### src/rtl/instr_fetch_queue.sv
// Fetch stage: issues the current PC to instruction memory, tracks outstanding requests
// with a PC tag queue, and buffers returned instructions for decode in a small FIFO.
module instr_fetch_queue #(
  parameter int DWIDTH  = 32,
  parameter int DEPTH   = 4,
  parameter int MAX_OUT = 2
) (
  input  logic              Clk_Core,
  input  logic              Rst_Core,
  input  logic [DWIDTH-1:0] Program_Count,
  output logic              Pc_Advance,
  input  logic              Fetch_Flush,
  output logic              Imem_Req_Valid,
  input  logic              Imem_Req_Ready,
  output logic [DWIDTH-1:0] Imem_Req_Addr,
  input  logic              Imem_Rsp_Valid,
  input  logic [DWIDTH-1:0] Imem_Rsp_Data,
  output logic              Inst_Valid,
  input  logic              Inst_Ready,
  output logic [DWIDTH-1:0] Inst_Data,
  output logic [DWIDTH-1:0] Inst_PC
);
  localparam int AW = $clog2(DEPTH);
  localparam int CW = AW + 1;
  localparam int IW = $clog2(MAX_OUT + 1);
  localparam int TW = (MAX_OUT > 1) ? $clog2(MAX_OUT) : 1;

  logic [CW-1:0]     count_q, count_d, wr_ptr_q, wr_ptr_d, rd_ptr_q, rd_ptr_d;
  logic [IW-1:0]     inflight_q, inflight_d, discard_q, discard_d, live;
  logic [TW-1:0]     tag_wr_q, tag_wr_d, tag_rd_q, tag_rd_d;
  logic [DWIDTH-1:0] head_data_q, head_data_d, head_pc_q, head_pc_d;
  logic              rst_hold_q;

  logic [DWIDTH-1:0] data_mem [DEPTH];
  logic [DWIDTH-1:0] pc_mem   [DEPTH];
  logic [DWIDTH-1:0] tag_mem  [MAX_OUT];

  logic req_valid, accept, push, pop;
  logic [DWIDTH-1:0] rsp_pc;

  // Credit check: every request that will return live data already owns a FIFO slot.
  assign live      = inflight_q - discard_q;
  assign req_valid = !Rst_Core && !rst_hold_q && !Fetch_Flush &&
                     (int'(inflight_q) < MAX_OUT) &&
                     ((int'(count_q) + int'(live)) < DEPTH);
  assign accept    = req_valid && Imem_Req_Ready;
  assign push      = Imem_Rsp_Valid && (discard_q == '0) && !Fetch_Flush;
  assign pop       = (count_q != '0) && Inst_Ready && !Fetch_Flush;
  assign rsp_pc    = tag_mem[tag_rd_q];

  assign Imem_Req_Valid = req_valid;
  assign Pc_Advance     = accept;
  assign Imem_Req_Addr  = Program_Count;
  assign Inst_Valid     = (count_q != '0);
  assign Inst_Data      = head_data_q;
  assign Inst_PC        = head_pc_q;

  always_comb begin
    count_d     = count_q;
    wr_ptr_d    = wr_ptr_q;
    rd_ptr_d    = rd_ptr_q;
    discard_d   = discard_q;
    tag_wr_d    = tag_wr_q;
    tag_rd_d    = tag_rd_q;
    head_data_d = head_data_q;
    head_pc_d   = head_pc_q;
    inflight_d  = inflight_q + IW'(accept) - IW'(Imem_Rsp_Valid);

    if (accept) begin
      tag_wr_d = (tag_wr_q == TW'(MAX_OUT - 1)) ? '0 : tag_wr_q + 1'b1;
    end
    if (Imem_Rsp_Valid) begin
      tag_rd_d = (tag_rd_q == TW'(MAX_OUT - 1)) ? '0 : tag_rd_q + 1'b1;
      if (discard_q != '0) discard_d = discard_q - 1'b1;
    end

    if (Fetch_Flush) begin
      // Everything still outstanding after this cycle's response is stale.
      count_d   = '0;
      rd_ptr_d  = wr_ptr_q;
      discard_d = inflight_d;
    end else begin
      wr_ptr_d = wr_ptr_q + CW'(push);
      rd_ptr_d = rd_ptr_q + CW'(pop);
      count_d  = count_q + CW'(push) - CW'(pop);
      if (push && ((count_q - CW'(pop)) == '0)) begin
        head_data_d = Imem_Rsp_Data;
        head_pc_d   = rsp_pc;
      end else if (count_d != '0) begin
        head_data_d = data_mem[rd_ptr_d[AW-1:0]];
        head_pc_d   = pc_mem[rd_ptr_d[AW-1:0]];
      end
    end
  end

  always_ff @(posedge Clk_Core) begin
    if (Rst_Core) begin
      count_q     <= '0;
      wr_ptr_q    <= '0;
      rd_ptr_q    <= '0;
      inflight_q  <= '0;
      discard_q   <= '0;
      tag_wr_q    <= '0;
      tag_rd_q    <= '0;
      head_data_q <= '0;
      head_pc_q   <= '0;
      rst_hold_q  <= 1'b1;
    end else begin
      count_q     <= count_d;
      wr_ptr_q    <= wr_ptr_d;
      rd_ptr_q    <= rd_ptr_d;
      inflight_q  <= inflight_d;
      discard_q   <= discard_d;
      tag_wr_q    <= tag_wr_d;
      tag_rd_q    <= tag_rd_d;
      head_data_q <= head_data_d;
      head_pc_q   <= head_pc_d;
      rst_hold_q  <= 1'b0;
      if (Imem_Rsp_Valid) assert (inflight_q != '0);
    end
  end

  always_ff @(posedge Clk_Core) begin
    if (accept) tag_mem[tag_wr_q] <= Program_Count;
    if (push && !Rst_Core) begin
      data_mem[wr_ptr_q[AW-1:0]] <= Imem_Rsp_Data;
      pc_mem[wr_ptr_q[AW-1:0]]   <= rsp_pc;
    end
  end
endmodule

### config.mk
export PLATFORM = sky130hd
export DESIGN_NAME = instr_fetch_queue
export DESIGN_NICKNAME = d
export VERILOG_FILES = /design/src/rtl/instr_fetch_queue.sv
export SDC_FILE = /design/constraint.sdc
export NUM_CORES = 1
export LEC_CHECK = 0
export ABC_AREA = 1
export CAP_MARGIN = 20
export CORE_ASPECT_RATIO = 1.75
export CORE_MARGIN = 5
export CORE_UTILIZATION = 55
export DETAILED_ROUTE_END_ITERATION = 12
export GPL_TIMING_DRIVEN = 1
export PLACE_DENSITY = 0.77
export REMOVE_ABC_BUFFERS = 1
export SLEW_MARGIN = 30
export SYNTH_ARGS = -nofsm -noshare
export SYNTH_HDL_FRONTEND = slang
export SYNTH_SLANG_ARGS = --single-unit
### constraint.sdc
create_clock -name Clk_Core -period 18.6 [get_ports Clk_Core]
set_input_delay 5.58 -clock Clk_Core [delete_from_list [all_inputs] [get_ports Clk_Core]]
set_output_delay 5.58 -clock Clk_Core [all_outputs]
set_load 0.05 [all_outputs]
== Word level (Yosys, flattened, before mapping) ==
Memory sizes are Yosys's and may differ from the RTL's. A register that Yosys moved wholly into a read port is not among the register bits.
Cells that the tools add are included.
Storage, ports and cells
  bits of input ports: 70
  memories kept: 3
  output and inout bits: 99
  word-level logic and storage cells: 70
  register bits: 80
  bits in writable memories: 320
Cells by class
  reduce and logical (&&, ||, !) cells: 25
  bitwise logic cells: 1
  muxes and demuxes: 17
  $lt $le $gt $ge: 2
  add/sub/neg operators: 12
Memories
  data_mem: depth 4, bits a word 32, rd ports 1, clocked after Yosys merged registers in 0, wr ports 1, line 34  | logic [DWIDTH-1:0] data_mem [DEPTH];
  pc_mem: depth 4, bits a word 32, rd ports 1, clocked after Yosys merged registers in 0, wr ports 1, line 35  | logic [DWIDTH-1:0] pc_mem [DEPTH];
  tag_mem: depth 2, bits a word 32, rd ports 1, clocked after Yosys merged registers in 1, wr ports 1, line 36  | logic [DWIDTH-1:0] tag_mem [MAX_OUT];
Operator list (number)
  2-to-1 mux 32 bit: 4
  logical AND 1 bit: 11
  adder 3 x 1 -> 3 bit: 3
  2-to-1 mux 1 bit: 9
  nonzero test 2 bit: 4
  2-to-1 mux 2 bit: 3
  nonzero test 3 bit: 2
  subtractor 3 x 1 -> 3 bit: 2
  adder 3 x 2 -> 4 bit: 1
  less-than comparator 4 x 3 -> 1 bit, second input constant: 1
  AND reduction 2 bit: 2
  logical NOT 1 bit: 3
  logical NOT 3 bit: 1
  2-to-1 mux 3 bit: 1
  adder 1 bit, second input constant: 2
  adder 2 x 1 -> 2 bit: 1
  logical NOT 2 bit: 1
  less-than comparator 2 bit, second input constant: 1
  OR reduction 2 bit: 1
  subtractor 2 x 1 -> 2 bit: 1
  subtractor 2 x 1 -> 2 bit, second input constant: 1
  subtractor 2 bit: 1
  NOT 1 bit: 1

== Logic depth before layout (Yosys ltp) ==
  depth after elaboration: 9
  gate-level depth with buffers: 20
  gate-level depth less buffers: 18

== Worst setup path after synthesis ==
OpenSTA, ideal clock, no wires.
  kind: in2out
  start: input port Rst_Core
  end: output port Pc_Advance
  setup slack: 5.811 ns
  arrival: 7.209 ns
  path buffers: 1
  cell stages on the path: 6
  path through: clkbuf_1 > nor2_1 > nand2_1 > nor2_1 > nand2_1 > inv_1
Between the ends
  word-level cells in the longest chain between the ends: 6
Ends and longest elaborated chain
  start, declared: line 9  | input logic Rst_Core,
  logical NOT 1 bit: line 43  | assign req_valid = !Rst_Core && !rst_hold_q && !Fetch_Flush &&
  logical AND 1 bit (3 in series): line 43
  logical AND 1 bit: line 44  | (int'(inflight_q) < MAX_OUT) &&
  via Imem_Req_Valid: line 13  | output logic Imem_Req_Valid,
  logical AND 1 bit: line 46  | assign accept = req_valid && Imem_Req_Ready;
  end, declared: line 11  | output logic Pc_Advance,
The timed path passes the listed nets, and every way through them passes these cells.

== Worst setup path after layout ==
  start: input port Fetch_Flush
  end: output port Pc_Advance
Between the ends
  word-level cells in the longest chain between the ends: 5
Ends and longest elaborated chain
  start, declared: line 12  | input logic Fetch_Flush,
  logical NOT 1 bit: line 43
  logical AND 1 bit (2 in series): line 43
  logical AND 1 bit: line 44
  logical AND 1 bit: line 46
Every way passes these cells.

==> metrics.log <==
INFO  metric slew_headroom = 0.4018
INFO  metric synth_edf_count = 320
INFO  metric grt_first_pass_wirelength = 57790 um
INFO  metric overflow = 0
INFO  metric leakagePower = 8.265 nW
INFO  metric worst_r2r_startpoint = count_q[1]$_SDFF_PP0_
INFO  metric synthCells = 1742
INFO  metric total_die_area = 0.03490 mm^2
INFO  metric critical_path.endpoint_type = output port
INFO  metric cts.repair_timing.setup_buffer_count = 0
INFO  metric timing.hold.worst_endpoint = Inst_Data[14]$_SDFFE_PP0P_
INFO  metric cts_root_buffer = sky130_fd_sc_hd__clkbuf_16
INFO  metric reg2reg_setup_slack = 14.57 ns
INFO  metric fmax = 74.88 MHz
INFO  metric grt_start_max_net_pins = 105
INFO  metric tritoncts.num_buffers = 37
INFO  metric die_height = 243.4 um
INFO  metric worst_min_path_start = Inst_Data[14]$_SDFFE_PP0P_
INFO  metric detail_route.iter0.violations = 634
INFO  metric area_share_of_the_leading_cell_type_in_the_synthesized_netlist = 0.5613
INFO  metric globalplace.congestion = 0.7967
INFO  metric cp-start-kind = input port
INFO  metric placed_cell_area = 0.01876 mm^2
INFO  metric placeableCoreArea = 0.03074 mm^2
INFO  metric met1_length = 14100 um
INFO  metric synth_sequential_area_ratio = 0.6537
INFO  metric yosys_warnings = 0
INFO  metric crit-reg2reg-capture = Inst_Data[7]$_SDFFE_PP0P_
INFO  metric postSynth.asyncResetShare = 0
INFO  metric synth_area_leaders = sky130_fd_sc_hd__edfxtp_1, sky130_fd_sc_hd__nand2_1, sky130_fd_sc_hd__dfxtp_1, sky130_fd_sc_hd__inv_1, sky130_fd_sc_hd__o21ai_0
INFO  metric die_x = 143.4 um
INFO  metric timing.final.crit_share = 0.7180
INFO  metric total_routed_wirelength = 36400 um
INFO  metric insertion_delay = 0.54 ns
INFO  metric detailed_routing_iterations_pass_1 = 5
INFO  metric power_density = 105.5 mW/mm^2
INFO  metric r2r_cells = 16
INFO  metric criticalPathCategory = in2out
INFO  metric starting_utilization_of_the_core_area = 0.5570
INFO  metric power.ir.vdd_worst = 0.1095 mV
INFO  metric hold_buf_cts = 0
INFO  metric post_drt_wl_per_cell = 16.03 um
INFO  metric outcome = completed
INFO  metric count_of_nets_after_finishing = 1930
INFO  metric synth_most_common_cell = sky130_fd_sc_hd__nand2_1
INFO  metric report.final.setup_viol = 0
INFO  metric dp.final_hpwl = 21080 um
INFO  metric min_path_cells = 4
INFO  metric cts_max_path_buffers = 3
INFO  metric ys.flop_type = sky130_fd_sc_hd__edfxtp_1
INFO  metric class_of_the_worst_hold_path = reg2reg
INFO  metric syn-cell-area = 0.01712 mm^2
INFO  metric via_per_inst = 5.079
INFO  metric dr.max_layer_used = met4
INFO  metric antenna_violating_nets_post_route = 0
INFO  metric total_drc_errors_in_the_routed_layout = 0
INFO  metric gr-usage-all-layers = 0.2073
INFO  metric critPathRequiredTime = 13.02 ns
INFO  metric netlist-cell-type-count = 27
INFO  metric post_cts.resized_instances = 0
INFO  metric worstPathArrival = 7.77 ns
INFO  metric clkTransAtPathRegs = 0.06 ns
INFO  metric boundaryPins = 169
INFO  metric final_layout_size_suffix_gt1_frac = 0.04524
INFO  metric cts.sink_count = 399
INFO  metric timing.critical_path.fanout_max = 12
INFO  metric met2_length = 19560 um
INFO  metric cts-htree-levels = 2
INFO  metric layout.cell_area.non_filler = 0.01996 mm^2
INFO  metric synth_top_cell_by_area = sky130_fd_sc_hd__edfxtp_1
INFO  metric grt_setup_unrepaired = no
INFO  metric synth-seq-cells = 399
INFO  metric number_of_slew_limit_violations_in_the_final_report = 0
INFO  metric antenna_violations_before_repair = 1
INFO  metric mean_syn_cell_area = 9.828 um^2
INFO  metric cts_tree = built
INFO  metric detailed_route_wirelength_on_metal3 = 1662 um
INFO  metric yosys-top-cells-count = sky130_fd_sc_hd__nand2_1, sky130_fd_sc_hd__edfxtp_1, sky130_fd_sc_hd__inv_1
INFO  metric worst_clock_skew_on_the_final_layout = 0.02195 ns
INFO  metric worstMarginPinSlew = 0.8972 ns
INFO  metric timing_hold_violations_final = 0
INFO  metric vias_in_the_first_global_route = 11740
INFO  metric place.port_buffers = 168
INFO  metric max_cap_violations = 0
INFO  metric rows = 85
INFO  metric layout-area-overhead-vs-synth = 16.58%
INFO  metric final_critical_path_time_including_i_o_delays_and_setup = 13.35 ns
INFO  metric setup-tns-final = 0 ns
INFO  metric vias = 11540
-- cell usage in the layout (no fill, tap or decap), types with 3 or more instances in the layout --
master	instances
sky130_fd_sc_hd__inv_1	214
sky130_fd_sc_hd__clkbuf_8	4
sky130_fd_sc_hd__buf_4	11
sky130_fd_sc_hd__clkdlybuf4s50_1	168
sky130_fd_sc_hd__mux2_1	30
sky130_fd_sc_hd__inv_2	4
sky130_fd_sc_hd__buf_6	4
sky130_fd_sc_hd__a21oi_1	4
sky130_fd_sc_hd__nor2_4	3
sky130_fd_sc_hd__clkinvlp_4	3
sky130_fd_sc_hd__clkbuf_1	14
sky130_fd_sc_hd__ha_1	7
sky130_fd_sc_hd__edfxtp_1	320
sky130_fd_sc_hd__dfxtp_1	78
sky130_fd_sc_hd__nand2_1	668
sky130_fd_sc_hd__o21ai_0	132
sky130_fd_sc_hd__clkbuf_16	39
sky130_fd_sc_hd__nor2_1	148
-- how the worst max path moves through the flow --
stage               cells after the start  slack [ns]   startpoint    endpoint
finish                                  7        5.25  Fetch_Flush  Pc_Advance
floorplan                               5        6.00  Fetch_Flush  Pc_Advance
CTS                                     7        5.23  Fetch_Flush  Pc_Advance
global placement                        7        5.21  Fetch_Flush  Pc_Advance
detailed placement                      7        5.24  Fetch_Flush  Pc_Advance
global route                            7        5.11  Fetch_Flush  Pc_Advance
-- worst max-delay path: stages --
cell and delay [ns]:
sky130_fd_sc_hd__clkdlybuf4s50_1 0.63, sky130_fd_sc_hd__nor2_1 0.22, sky130_fd_sc_hd__nand2_1 0.07, sky130_fd_sc_hd__nor2_1 0.18, sky130_fd_sc_hd__nand2_1 0.15, sky130_fd_sc_hd__inv_1 0.13, sky130_fd_sc_hd__clkdlybuf4s50_1 0.81
-- final cells by class --
| class | count | area [um^2] |
|---|---|---|
| diodes | 1 | 2.502 |
| clock buffers | 57 | 1084 |
| clock inverters | 10 | 113.9 |
| fillers | 2343 | 10780 |
| inverters | 218 | 818.3 |
| multi-input cells | 1011 | 4422 |
| flip-flops and latches | 399 | 11190 |
| well taps | 391 | 489.2 |
| repair buffers | 184 | 1837 |
-- per-stage QoR --
stage	instances	util	setup slack, ns	hold WS (ns)	power, mW
final	2271	0.6493	5.246	0.5107	2.106
after global routing	2271	0.6493	5.111	0.5422	2.189
after CTS	2270	0.6493	5.230	0.5095	2.118
after detailed placement	2203	0.6103	5.245	0.4938	1.375
after global placement	2202	0.6089	5.211	0.4799	1.365
after floorplan	1628	-	5.999	0.4343	1.249
-- sequential cells by signal, indices dropped and copies added (netlist names), named ones only --
name / cells
wr_ptr_q: 2
discard_q: 2
inflight_q: 2
tag_wr_q: 1
Inst_Data: 32
count_q: 3
tag_mem: 64
data_mem: 128
rst_hold_q: 1
Inst_PC: 32
pc_mem: 128
rd_ptr_q: 2
tag_rd_q: 1
-- metal layers --
metal / global-route usage / vias up
li1: - / 5677
met1: 0.2386 / 5489
met2: 0.3843 / 296
met3: 0.02884 / 73
met4: 0.07733 / 0
met5: 0 / -
-- cells by family after synthesis --
family	count (synthesis)	synth area share
adders and majority gates	9	0.007016
buffers and inverters	332	0.09194
muxes	32	0.02105
AOI/OAI and AO/OA	139	0.04137
xor gates and xnor gates	5	0.002558
DFF	399	0.6537
and+or+nand+nor	826	0.1824
-- power by group --
group | switching, mW | total [mW] | internal, mW
logic | 0.231 | 0.340 | 0.109
registers | 0.0182 | 1.01 | 0.997
clock network | 0.319 | 0.751 | 0.432
total | 0.568 | 2.11 | 1.54
(Power assumes the default switching activity.)
